==> src/rtl/rx_frame_receiver.sv <==
// rx_frame_receiver
//
// Recovers frames from the sender's serial line, checks the frame alignment
// signal (F6 28) and the CRC-8 over the payload, and buffers the payload.
// Only a good frame is streamed out to the consumer. After the last byte is
// accepted, the block pulses an ACK back toward the sender.
//
// Optional feature macro: RX_CRC_CHECK_EN
//   defined   : a CRC mismatch drops the frame and pulses o_crc_err.
//   undefined : no CRC comparison is made and o_crc_err stays 0. Every frame
//               with a good FAS is drained and acknowledged.
//
// Ports
//   i_clk          single clock for the block
//   i_rst_n        asynchronous, active-low reset
//   i_otn_rx_data  serial line; idles high; asynchronous to i_clk
//   o_otn_tx_ack   high for ACK_CLKS cycles per accepted frame
//   o_pyld_data    payload byte
//   o_pyld_valid   o_pyld_data is valid
//   i_pyld_ready   consumer accepts the byte
//   o_crc_val      CRC of the last frame whose FAS matched
//   o_crc_err      one-cycle pulse on CRC mismatch
//   o_fas_err      one-cycle pulse on FAS mismatch
//   o_dbg_state    current FSM state, for observation only
//
// Handshake: a byte moves on every cycle where o_pyld_valid and i_pyld_ready
// are both high. o_pyld_valid and o_pyld_data are registered. Once valid
// rises, both stay unchanged until the byte is accepted.

module rx_frame_receiver #(
    parameter int PYLD_BYTES   = 16,
    parameter int CLKS_PER_BIT = 8,
    parameter int ACK_CLKS     = 16
) (
    input  logic       i_clk,
    input  logic       i_rst_n,
    input  logic       i_otn_rx_data,
    output logic       o_otn_tx_ack,
    output logic [7:0] o_pyld_data,
    output logic       o_pyld_valid,
    input  logic       i_pyld_ready,
    output logic [7:0] o_crc_val,
    output logic       o_crc_err,
    output logic       o_fas_err,
    output logic [2:0] o_dbg_state
);

    localparam int TOTAL_BITS = 8 * (PYLD_BYTES + 3);
    localparam int BIT_W      = $clog2(TOTAL_BITS);
    localparam int IDX_W      = $clog2(PYLD_BYTES + 1);
    localparam int BAUD_W     = $clog2(CLKS_PER_BIT);
    localparam int ADDR_W     = (PYLD_BYTES > 1) ? $clog2(PYLD_BYTES) : 1;
    localparam int ACK_W      = (ACK_CLKS > 1) ? $clog2(ACK_CLKS) : 1;

    // The bit counter counts down, so each boundary below is the bit_cnt
    // value at the last bit of a given byte.
    localparam logic [BIT_W-1:0]  BIT_LAST  = BIT_W'(TOTAL_BITS - 1);
    localparam logic [BIT_W-1:0]  FAS0_END  = BIT_W'(8 * (PYLD_BYTES + 2));
    localparam logic [BIT_W-1:0]  FAS1_END  = BIT_W'(8 * (PYLD_BYTES + 1));
    localparam logic [BIT_W-1:0]  PAY_LO    = BIT_W'(8);
    localparam logic [BAUD_W-1:0] BAUD_HALF = BAUD_W'(CLKS_PER_BIT / 2 - 1);
    localparam logic [BAUD_W-1:0] BAUD_FULL = BAUD_W'(CLKS_PER_BIT - 1);
    localparam logic [ACK_W-1:0]  ACK_LAST  = ACK_W'(ACK_CLKS - 1);
    localparam logic [IDX_W-1:0]  LAST_IDX  = IDX_W'(PYLD_BYTES);

    localparam logic [2:0] S_IDLE  = 3'd0;
    localparam logic [2:0] S_START = 3'd1;
    localparam logic [2:0] S_RECV  = 3'd2;
    localparam logic [2:0] S_CHECK = 3'd3;
    localparam logic [2:0] S_DRAIN = 3'd4;
    localparam logic [2:0] S_ACK   = 3'd5;

    logic [2:0]        state;
    logic              rx_s1, rx_s2, rx_s3;
    logic [BAUD_W-1:0] baud_cnt;
    logic [BIT_W-1:0]  bit_cnt;
    logic [IDX_W-1:0]  wr_idx;
    logic [IDX_W-1:0]  rd_idx;
    logic [ACK_W-1:0]  ack_cnt;
    logic [6:0]        byte_sr;
    logic [7:0]        crc_reg;
    logic              fas_ok;
`ifdef RX_CRC_CHECK_EN
    logic [7:0]        rx_crc;
`endif
    logic [7:0]        pyld_buf [PYLD_BYTES];

    logic       fall_edge;
    logic [7:0] new_byte;
    logic       crc_fb;
    logic [7:0] crc_next;
    logic       in_payload;
    logic       sample_now;

    assign o_dbg_state = state;
    assign fall_edge   = rx_s3 & ~rx_s2;
    assign new_byte    = {byte_sr, rx_s2};
    // Bit-serial CRC-8, polynomial x^8+x^2+x+1, MSB first.
    assign crc_fb      = crc_reg[7] ^ rx_s2;
    assign crc_next    = {crc_reg[6:0], 1'b0} ^ (crc_fb ? 8'h07 : 8'h00);
    assign in_payload  = (bit_cnt >= PAY_LO) && (bit_cnt < FAS1_END);
    assign sample_now  = (state == S_RECV) && (baud_cnt == '0);

    // The synchronizer and history flop reset to the idle line level. This
    // keeps reset release from looking like a start edge.
    always_ff @(posedge i_clk or negedge i_rst_n) begin
        if (!i_rst_n) begin
            rx_s1 <= 1'b1;
            rx_s2 <= 1'b1;
            rx_s3 <= 1'b1;
        end else begin
            rx_s1 <= i_otn_rx_data;
            rx_s2 <= rx_s1;
            rx_s3 <= rx_s2;
        end
    end

    // Payload storage holds no control state, so it needs no reset.
    always_ff @(posedge i_clk) begin
        if (sample_now && in_payload && (bit_cnt[2:0] == 3'd0))
            pyld_buf[wr_idx[ADDR_W-1:0]] <= new_byte;
    end

    always_ff @(posedge i_clk or negedge i_rst_n) begin
        if (!i_rst_n) begin
            state        <= S_IDLE;
            baud_cnt     <= '0;
            bit_cnt      <= '0;
            wr_idx       <= '0;
            rd_idx       <= '0;
            ack_cnt      <= '0;
            byte_sr      <= '0;
            crc_reg      <= '0;
            fas_ok       <= 1'b0;
`ifdef RX_CRC_CHECK_EN
            rx_crc       <= '0;
`endif
            o_otn_tx_ack <= 1'b0;
            o_pyld_data  <= '0;
            o_pyld_valid <= 1'b0;
            o_crc_val    <= '0;
            o_crc_err    <= 1'b0;
            o_fas_err    <= 1'b0;
        end else begin
            o_crc_err <= 1'b0;
            o_fas_err <= 1'b0;
            case (state)
                S_IDLE: begin
                    if (fall_edge) begin
                        baud_cnt <= BAUD_HALF;
                        bit_cnt  <= BIT_LAST;
                        wr_idx   <= '0;
                        crc_reg  <= '0;
                        state    <= S_START;
                    end
                end
                S_START: begin
                    // Check again at mid start bit. A high line here means
                    // the edge was a glitch, so the frame is dropped silently.
                    if (baud_cnt == '0) begin
                        baud_cnt <= BAUD_FULL;
                        state    <= rx_s2 ? S_IDLE : S_RECV;
                    end else begin
                        baud_cnt <= baud_cnt - BAUD_W'(1);
                    end
                end
                S_RECV: begin
                    if (baud_cnt == '0) begin
                        baud_cnt <= BAUD_FULL;
                        byte_sr  <= new_byte[6:0];
                        if (in_payload)
                            crc_reg <= crc_next;
                        if (bit_cnt == FAS0_END)
                            fas_ok <= (new_byte == 8'hF6);
                        if (bit_cnt == FAS1_END)
                            fas_ok <= fas_ok & (new_byte == 8'h28);
                        if (in_payload && (bit_cnt[2:0] == 3'd0))
                            wr_idx <= wr_idx + IDX_W'(1);
                        if (bit_cnt == '0) begin
`ifdef RX_CRC_CHECK_EN
                            rx_crc <= new_byte;
`endif
                            state  <= S_CHECK;
                        end else begin
                            bit_cnt <= bit_cnt - BIT_W'(1);
                        end
                    end else begin
                        baud_cnt <= baud_cnt - BAUD_W'(1);
                    end
                end
                S_CHECK: begin
                    if (!fas_ok) begin
                        o_fas_err <= 1'b1;
                        state     <= S_IDLE;
                    end else begin
                        o_crc_val <= crc_reg;
`ifdef RX_CRC_CHECK_EN
                        if (crc_reg != rx_crc) begin
                            o_crc_err <= 1'b1;
                            state     <= S_IDLE;
                        end else begin
                            o_pyld_valid <= 1'b1;
                            o_pyld_data  <= pyld_buf[0];
                            rd_idx       <= IDX_W'(1);
                            state        <= S_DRAIN;
                        end
`else
                        o_pyld_valid <= 1'b1;
                        o_pyld_data  <= pyld_buf[0];
                        rd_idx       <= IDX_W'(1);
                        state        <= S_DRAIN;
`endif
                    end
                end
                S_DRAIN: begin
                    // rd_idx always points at the next byte to present. When it
                    // equals LAST_IDX, the byte on the output is the last one.
                    if (i_pyld_ready) begin
                        if (rd_idx == LAST_IDX) begin
                            o_pyld_valid <= 1'b0;
                            o_otn_tx_ack <= 1'b1;
                            ack_cnt      <= ACK_LAST;
                            state        <= S_ACK;
                        end else begin
                            o_pyld_data <= pyld_buf[rd_idx[ADDR_W-1:0]];
                            rd_idx      <= rd_idx + IDX_W'(1);
                        end
                    end
                end
                S_ACK: begin
                    if (ack_cnt == '0) begin
                        o_otn_tx_ack <= 1'b0;
                        state        <= S_IDLE;
                    end else begin
                        ack_cnt <= ack_cnt - ACK_W'(1);
                    end
                end
                default: state <= S_IDLE;
            endcase
        end
    end

endmodule

==> config.mk <==
export PLATFORM = sky130hd
export DESIGN_NAME = rx_frame_receiver
export DESIGN_NICKNAME = d
export VERILOG_FILES = /design/src/rtl/rx_frame_receiver.sv
export SDC_FILE = /design/constraint.sdc
export NUM_CORES = 1
export LEC_CHECK = 0
export ABC_CLOCK_PERIOD_IN_PS = 3500
export BUFFER_PORTS_ARGS = -buffer_cell sky130_fd_sc_hd__buf_4
export CAP_MARGIN = 10
export CORE_MARGIN = 5
export CORE_UTILIZATION = 28
export DETAILED_ROUTE_END_ITERATION = 10
export GPL_TIMING_DRIVEN = 0
export PLACE_DENSITY = 0.51
export SLEW_MARGIN = 20
export SYNTH_ARGS = -nofsm -noshare
export SYNTH_HDL_FRONTEND = slang
export SYNTH_SLANG_ARGS = --single-unit
==> constraint.sdc <==
create_clock -name i_clk -period 3.5 [get_ports i_clk]
set_input_delay 0.7 -clock i_clk [delete_from_list [all_inputs] [get_ports i_clk]]
set_output_delay 0.7 -clock i_clk [all_outputs]
set_load 0.01 [all_outputs]
== Word level (Yosys, flattened, before mapping) ==
Memory sizes are Yosys's and may differ from the RTL's.
Cells that the tools add are included.

* Flip-flop bits (word level): 66
* Memories: 1
* RAM bits: 128

{| class="wikitable"
|+ Memory list
! name !! words !! bits a word !! rd ports !! clocked after Yosys merged registers in !! wr ports !! RTL line !! source
|-
| pyld_buf || 16 || 8 || 2 || 0 || 1 || 86 || <nowiki>logic [7:0] pyld_buf [PYLD_BYTES];</nowiki>
|}

* Multiplexer cells: 52
* $add $sub $neg: 5
* Reduce and logical (&&, ||, !) cells: 28
* Bitwise gates (word level): 5
* Equal/unequal tests: 23
* Magnitude comparators: 2

{| class="wikitable"
|+ Operators with widths
! cell !! number
|-
| 8-bit two-way mux || 9
|-
| 8-bit one-hot mux with 2 select lines || 3
|-
| 3-bit two-way mux || 11
|-
| 5-bit two-way mux || 6
|-
| 4-bit AND reduction || 7
|-
| 8-bit == test, second input constant || 3
|-
| 2-bit != test, second input constant || 10
|-
| 5-bit one-hot mux with 2 select lines || 2
|-
| 3-bit one-hot mux with 6 select lines || 1
|-
| 1-bit two-way mux || 12
|-
| 4-bit two-way mux || 3
|-
| 5-bit by 1-bit adder with 5-bit output, second input constant || 2
|-
| 2-bit nonzero test || 5
|-
| 3-bit zero test || 3
|-
| 8-bit by 6-bit == test with 1-bit output, second input constant || 1
|-
| 8-bit by 4-bit greater-or-equal comparator with 1-bit output, second input constant || 1
|-
| 8-bit zero test || 1
|-
| 8-bit less-than comparator, second input constant || 1
|-
| 4-bit one-hot mux with 2 select lines || 1
|-
| 8-bit by 1-bit subtractor with 8-bit output, second input constant || 1
|-
| 8-bit by 3-bit XOR with 8-bit output || 1
|-
| 7-bit AND reduction || 1
|-
| 3-bit by 2-bit == test with 1-bit output, second input constant || 2
|-
| 3-bit == test, second input constant || 2
|-
| 16 further kinds || 26
|}

== Depth between registers and ports, before layout ==
Gate-level depths: netlist (run 1).

* Word-level depth: 6
* Mapped depth: 12
* Mapped depth without buffers: 7

== Least setup slack after synthesis (run 1) ==
OpenSTA, ideal clock, no wires.

* Path type: reg2reg
* From: register rd_idx[0]
* To: register o_pyld_data[0]
* Path buffers: 5
* Library setup time: 0.121 ns
* Required time: 3.379 ns
* Arrival time: 2.549 ns
* Stages on the path, launching flop included: 13
* Clock period less this slack: 2.670 ns
* Setup slack: 0.830 ns
* Cell sequence: dfrtp_1 -> buf_2 -> buf_2 -> buf_4 -> buf_2 -> inv_1 -> ha_1 -> nor4bb_1 -> o21ai_1 -> o21ai_1 -> clkbuf_1 -> nor2_1 -> a22o_1

* Longest elaborated chain between the ends: 4

{| class="wikitable"
|+ Ends and longest elaborated chain
! item !! RTL line !! source
|-
| start: declaration || 78 || <nowiki>logic [IDX_W-1:0] rd_idx;</nowiki>
|-
| start signal: assignment || 226 || <nowiki>rd_idx <= rd_idx + IDX_W'(1);</nowiki>
|-
| memory read 16 x 8 bit || n/a ||
|-
| 8-bit two-way mux || 219 || <nowiki>if (rd_idx == LAST_IDX) begin</nowiki>
|-
| 8-bit two-way mux || 218 || <nowiki>if (i_pyld_ready) begin</nowiki>
|-
| 8-bit one-hot mux with 2 select lines || 147 || <nowiki>case (state)</nowiki>
|-
| end signal: assignment || 209 || <nowiki>o_pyld_data <= pyld_buf[0];</nowiki>
|-
| end signal: assignment || 225 || <nowiki>o_pyld_data <= pyld_buf[rd_idx[ADDR_W-1:0]];</nowiki>
|-
| end: declaration || 39 || <nowiki>output logic [7:0] o_pyld_data,</nowiki>
|}

Several ways; a longest one is shown, not always the timed one. The select of a mux whose other input is x is not followed.
A chain may end at the register's enable or synchronous reset.

== Final worst setup path (run 1) ==
* From: register rd_idx[0]
* To: register o_pyld_data[5]

The elaborated chain is that of the path after synthesis.

==> impl_summary.log, run 1 <==
[metrics] initial antenna violation count: 0
[metrics] post-synthesis instance area: 0.00818 mm²
[metrics] count of flip-flops with a built-in enable after synthesis: 128
[metrics] Routed WL per cell: between 15 and 20 µm
[metrics] post-synthesis async set-or-reset flop share: 0.337
[metrics] share of the yosys chip area belonging to registers: 0.669
[metrics] pin count of the biggest net entering global routing: 66
[metrics] cells on worst reg2reg path: 12
[metrics] unrepaired setup endpoints after global routing: no
[metrics] overall die area: between 0.03 and 0.04 mm²
[metrics] Final Hold Viols: 0
[metrics] total global routing overflow: 0
[metrics] number of global-route vias before repair: 5075
[metrics] number of max-slew violations in the final report: 0
[metrics] Max H-tree Level: 4
[metrics] Routed Antenna Nets: 0
[metrics] measured slew at the worst slew-check pin: 867 ps
[metrics] WL final: 18.1 mm
[metrics] global-route usage over all layers: 0.112
[metrics] reported leakage power: 0.00356 µW
[metrics] wire length of the first global-routing pass: 28.7 mm
[metrics] Critical Path Sink Type: flop
[metrics] crit path kind: flop to flop
[metrics] nets in the synthesized netlist: 587
[metrics] Die H: 181 µm
[metrics] Unique masters post-synth: 56
[metrics] Yosys warnings: 0
[metrics] Inserted Clock Buffers: 17
[metrics] cell count after placement: 985
[metrics] filler instances: 2802
[metrics] beginning of the critical path: rd_idx[0]
[metrics] flip-flop count of the largest register, all copies and words added: 128
[metrics] final cell count without fillers: approximately 1000
[metrics] share of post-route cells with drive strength above 1: 0.180
[metrics] die boundary width: 181 µm
[metrics] via count: 4828
[metrics] Worst VDD drop: 0.000327 V
[metrics] sequential cell area in the final layout: 0.00547 mm²
[metrics] count of clock tree sinks: between 150 and 200
[metrics] result of the run: complete, no violations
[metrics] library cell with the largest summed area after synthesis: edfxtp_1
[metrics] ratio of total power to cell area: 515 mW/mm²
[metrics] core box area: 0.0288 mm²
[metrics] top-count cell post-synth: edfxtp_1
[metrics] clock-pin transition on the worst setup and hold timing paths: 70 ps
[metrics] number of I/O pins: 27
[metrics] final period utilization: 0.918
[metrics] share of the core filled with cells: 0.330
[metrics] number of nets in the final layout: approximately 640
[metrics] most used standard cells in the synthesized netlist: edfxtp_1, dfrtp_1, nand2_1
[metrics] data required time of the critical path: between 3000 and 4000 ps
[metrics] mean number of vias per cell: 4.75
[metrics] Period minus WS final: 3210 ps
[metrics] worst slew margin relative to its limit: 0.422
[metrics] Hold Buf Count CTS: 0
[metrics] capturing instance or port of the critical path: o_pyld_data[5]
[metrics] maximum achievable frequency: just over 300 MHz
[metrics] top-area cell type share of the netlist area: 0.470
[metrics] max-cap violations: 0
[metrics] area used by multi-input combinational logic: roughly 0.0025 mm²
[metrics] post-detailed-placement half-perimeter wirelength: approximately 12 mm
[metrics] endpoint of the worst-slack reg-to-reg timing path: o_pyld_data[5]
[metrics] path category of the worst min-delay check: flop to flop
[metrics] FF+latch count, synth: 193
[metrics] setup slack of the most critical reg-to-reg path: slightly below 300 ps
[metrics] worst reg2reg startpoint: rd_idx[0]
[metrics] Initial DRC Count: 290
[metrics] number of buffer cells added on primary ports: 25
[metrics] CP Data Arrival Time: 3540 ps
[metrics] number of remaining DRC errors: 0
[metrics] final number of setup-violating endpoints: 0
[metrics] weighted congestion at the end of routability-driven global placement: 0.777
[metrics] sort of element at the start of the critical path: flop
[metrics] Mapped Cells: between 500 and 600
[metrics] antenna diode count: 0
[metrics] Final Skew: 11.6 ps
[metrics] dominant register cell in the synthesized netlist: edfxtp_1
[metrics] Area contributors post-synth: edfxtp_1, dfrtp_1, mux4_2, mux2i_1, mux2_2
[metrics] master cell of the clock root buffer: clkbuf_16
[metrics] Worst Path Max Fanout: 10
[metrics] DR pass1 iterations: 5
[metrics] clock tree from TritonCTS: done
[metrics] number of rows in the core area: 62
[metrics] layout overhead on the synthesized area: 16.2%
[metrics] starting density of the core: 0.284
[metrics] syn_area_per_cell: 14.3 µm²
[metrics] largest buffer count on any clock path: 2
[metrics] clock insertion delay at the later pin of the skew report: between 400 and 500 ps
[cells by family after synthesis]
family	after synthesis	share of synthesized area
buf+inv	48	0.0251
fa+ha+maj	12	0.0181
other cells	1	0.000458
compound gates	94	0.0821
flops	193	0.669
mux	47	0.0841
simple gates	163	0.106
xor+xnor	14	0.0150
[through the flow]
stage	worst slack, ps	area, µm²	TNS (ps)	hold WS (ps)	total power, µW
floorplan	830	8180	0	345	2850
global placement	-146	8850	-2350	345	2960
detailed placement	-199	8890	-1600	347	2980
CTS	70.6	9490	0	350	4930
global route	47.0	9500	0	349	5080
finish	288	9500	0	358	4890
[area by class of cell]
class / instances / area share
sequential: 193 / 0.576
multi-input combinational: 331 / 0.267
tap: 384 / 0.0506
clock buffer: 18 / 0.0452
timing repair buffer: 29 / 0.0219
clock inverter: 14 / 0.0175
buffer: 30 / 0.0145
inverter: 18 / 0.00711
[power by group]
| part | switching, µW | total [µW] | leakage (µW) | internal [µW] |
|---|---|---|---|---|
| clock | 935 | 1960 | 0.000292 | 1020 |
| sequential | 79.0 | 2580 | 0.00201 | 2500 |
| combinational | 212 | 353 | 0.00126 | 141 |
[layout by cell type, fill, tap and decap left out, types with 12 or more instances in the layout]
cell | netlist | layout
edfxtp_1 | 128 | 128
dfrtp_1 | 62 | 62
nand2_1 | 40 | 40
nor2_1 | 37 | 37
buf_4 | 2 | 27
inv_1 | 18 | 18
a211oi_1 | 17 | 17
mux2i_1 | 17 | 17
a22o_1 | 17 | 17
clkbuf_16 | 0 | 17
clkbuf_1 | 15 | 16
mux4_2 | 16 | 16
o22ai_1 | 16 | 16
mux2_2 | 14 | 14
buf_2 | 8 | 12
[what timing repair did]
action	in CTS	in global routing
endpoints found under the setup margin	11	9
resized for setup	1	1
pin swaps	0	0
setup buffers	0	0
gates cloned	0	0
[worst max-delay path, cell delays in order, from the launching register on]
cell and delay [ps]:
dfrtp_1 380, buf_2 150, buf_2 240, buf_4 250, buf_2 210, inv_1 120
ha_1 160, nor4bb_4 450, o21ai_1 160, o21ai_1 230, clkbuf_1 400, nor2_1 130
a22o_1 210
[routing by layer]
metal / track usage / wire length [µm] / up-vias
met1: 0.142 / 7820 / 2461
li1: - / - / 2268
met2: 0.197 / 9470 / 82
met4: 0.0342 / 241 / 0
met3: 0.0185 / 614 / 17
met5: 0 / 0 / -
[worst min path at each step]
stage,startpoint,slack (ps),to,cells past startpoint
2_1_floorplan,rx_s1,350,rx_s2,0
3_3_place_gp,rx_s1,350,rx_s2,0
3_5_place_dp,rx_s1,350,rx_s2,0
4_1_cts,i_otn_rx_data,350,rx_s1,1
5_1_grt,i_otn_rx_data,350,rx_s1,1
6_report,rx_s1,360,rx_s2,0
Note: power is estimated with default switching activity, not from simulation.
==> run 2, diff against run 1 <==
--- a/config.mk
+++ b/config.mk
@@ -8,7 +8,7 @@
 export ABC_CLOCK_PERIOD_IN_PS = 3500
 export BUFFER_PORTS_ARGS = -buffer_cell sky130_fd_sc_hd__buf_4
 export CAP_MARGIN = 10
-export CORE_MARGIN = 5
+export CORE_MARGIN = 4
 export CORE_UTILIZATION = 28
 export DETAILED_ROUTE_END_ITERATION = 10
 export GPL_TIMING_DRIVEN = 0
@@ -17,3 +17,4 @@
 export SYNTH_ARGS = -nofsm -noshare
 export SYNTH_HDL_FRONTEND = slang
 export SYNTH_SLANG_ARGS = --single-unit
+export TNS_END_PERCENT = 1
==> run 2 against run 1 <==
Effect of this change:
- die area decreased by 2.2%
- setup slack better by 37 ps
- cell count unchanged
- count of clock-buffer cells in the layout increased by 4
- wire length increased by 0.64%
- flip-flop and latch count did not move
- largest cell class unchanged
- largest power group unchanged
- highest routed layer unchanged
==> impl_summary.log, run 2 (synthesized netlist as in run 1, its figures left out) <==
[metrics] maximum achievable frequency: 315 MHz (+1.2%)
[metrics] setup TNS after final layout: 0 ps (unchanged)
[metrics] number of rows in the core area: 62 (unchanged)
[metrics] Critical Path Sink Type: flop
[metrics] starting density of the core: 0.284 (unchanged)
[metrics] worst slew margin relative to its limit: 0.420 (-0.00172)
[metrics] buffers inserted by post-CTS timing repair: 0 (unchanged)
[metrics] unrepaired setup endpoints after global routing: no
[metrics] flip-flop count of the largest register, all copies and words added: 128 (unchanged)
[metrics] number of buffer cells added on primary ports: 25 (unchanged)
[metrics] layout overhead on the synthesized area: 16.0%
[metrics] Routed WL per cell: 18.0 µm (+0.64%)
[metrics] sort of element at the start of the critical path: flop
[metrics] total global routing overflow: 0 (unchanged)
[metrics] global-route usage over all layers: 0.120 (+0.00746)
[metrics] Inserted Clock Buffers: 17 (unchanged)
[metrics] overall power after layout: 4840 µW (-1.1%)
[metrics] clock tree from TritonCTS: done
[metrics] hold path depth: 0 (unchanged)
[metrics] path category of the worst min-delay check: flop to flop
[metrics] die boundary width: 179 µm (-1.1%)
[metrics] share of post-route cells with drive strength above 1: 0.179 (-0.00158)
[metrics] share of the core filled with cells: 0.330 (-0.000652)
[metrics] count of clock tree sinks: 193 (unchanged)
[metrics] antenna diode count: 0 (unchanged)
[metrics] Worst Path Max Fanout: 10 (unchanged)
[metrics] Final Skew: 12.4 ps (+0.712 ps)
[metrics] number of max-slew violations in the final report: 0 (unchanged)
[metrics] ratio of total power to cell area: 510 mW/mm² (-0.89%)
[metrics] crit path kind: flop to flop
[metrics] wire length of the first global-routing pass: 29.3 mm (+2.0%)
[metrics] via count: 4855 (+0.56%)
[metrics] most frequent cells in the layout: edfxtp_1, dfrtp_1, nand2_1
[metrics] largest buffer count on any clock path: 2 (unchanged)
[metrics] WL final: 18.3 mm (+0.64%)
[metrics] Initial DRC Count: 377 (+30%)
[metrics] number of global-route vias before repair: 5133 (+1.1%)
[metrics] Routed Antenna Nets: 0 (unchanged)
[metrics] reported leakage power: 0.00356 µW (about the same)
[metrics] number of nets in the final layout: 635 (unchanged)
[metrics] max-cap violations: 0 (unchanged)
[metrics] mean number of vias per cell: 4.77 (+0.56%)
[metrics] Period minus WS final: 3170 ps (-37.1 ps)
[metrics] weighted congestion at the end of routability-driven global placement: 0.764 (-1.6%)
[metrics] clock-pin transition on the worst setup and hold timing paths: 70 ps (about the same)
[metrics] master cell of the clock root buffer: clkbuf_16
[metrics] destination of the worst hold path: rx_s2
[metrics] data required time of the critical path: 3820 ps (about the same)
[metrics] Die H: 179 µm (-1.1%)
[metrics] final period utilization: 0.907 (-0.0106)
[metrics] number of remaining DRC errors: 0 (unchanged)
[metrics] pin count of the biggest net entering global routing: 66 (unchanged)
[metrics] clock insertion delay at the later pin of the skew report: 430 ps (about the same)
[metrics] final number of setup-violating endpoints: 0 (unchanged)
[metrics] endpoint of the worst-slack reg-to-reg timing path: o_pyld_data[3]
[metrics] cells on worst reg2reg path: 12 (unchanged)
[metrics] post-detailed-placement half-perimeter wirelength: 12.5 mm (+1.1%)
[metrics] result of the run: complete, no violations
[metrics] initial antenna violation count: 0 (unchanged)
[metrics] final cell count without fillers: 1017 (unchanged)
[metrics] measured slew at the worst slew-check pin: 869 ps (+2.58 ps)
[metrics] number of I/O pins: 27 (unchanged)
[metrics] setup slack of the most critical reg-to-reg path: 330 ps (+40 ps)
[metrics] Max H-tree Level: 4 (unchanged)
[metrics] Final Hold Viols: 0 (unchanged)
[metrics] worst hold path startpoint: rx_s1
[metrics] DR pass1 iterations: 4 (-1)
[metrics] worst reg2reg startpoint: rd_idx[0]
[metrics] Hold Buf Count CTS: 0 (unchanged)
[metrics] leading cell type in the layout, fill and taps excluded: edfxtp_1
[metrics] Worst VDD drop: 0.000349 V (+6.6%)
[metrics] CP Data Arrival Time: 3490 ps (-50 ps)
[metrics] overall die area: 0.0320 mm² (-2.2%)
[metrics] core box area: 0.0288 mm² (unchanged)
[metrics] cell count after placement: 985 (unchanged)
run 2: where the power goes:
group          switching, µW  total, µW  internal [µW]
sequential              80.8       2580           2500
clock                    840       1900           1060
combinational            215        356            141
total                   1140       4840           3700
run 2: worst max-delay path, cell delays in order (launching register included):
cell and delay, ps:
dfrtp_1 380, buf_2 160, buf_2 230, buf_4 240
buf_2 210, inv_1 110, ha_1 160, nor4bb_4 440
o21ai_1 160, o21ai_1 230, clkbuf_1 380, nor2_1 130
a22o_1 220
run 2: what timing repair did:
| action | CTS | global route |
|---|---|---|
| endpoints found under the hold margin | 0 | 0 |
| setup endpoints to repair | 10 | 8 |
| gates cloned | 0 | 0 |
| gates resized for setup | 1 | 1 |
run 2: worst max path at each step:
stage	from	endpoint	slack [ps]	depth (start not counted)
2_1_floorplan	rd_idx[0]	o_pyld_data[0]	830	12
3_3_place_gp	rd_idx[0]	o_pyld_data[6]	-110	12
3_5_place_dp	rd_idx[0]	o_pyld_data[3]	-120	12
4_1_cts	rd_idx[0]	o_pyld_data[3]	120	12
5_1_grt	rd_idx[0]	o_pyld_data[3]	130	12
6_report	rd_idx[0]	o_pyld_data[3]	330	12
run 2: per-stage QoR:
| stage | instance area, µm² | worst slack [ps] | hold slack [ps] |
|---|---|---|---|
| 2_1_floorplan | 8180 | 830 | 345 |
| 3_3_place_gp | 8850 | -108 | 345 |
| 3_5_place_dp | 8890 | -115 | 348 |
| 4_1_cts | 9480 | 115 | 355 |
| 5_1_grt | 9480 | 126 | 353 |
| 6_report | 9480 | 326 | 357 |
run 2: area by class of cell:
class                      count  area, µm²
buffer                        30        138
inverter                      18       67.6
clock buffer                  22        479
sequential                   193       5470
multi-input combinational    331       2540
timing repair buffer          29        208
tap                          384        480
fill                        2767      19300
clock inverter                10       97.6
run 2: routing by layer:
layer	up-vias	routed length [µm]	global-route usage
li1	2270	-	-
met1	2495	7970	0.153
met4	0	176	0.0285
met5	-	0	0
met2	76	9570	0.208
met3	14	550	0.0243
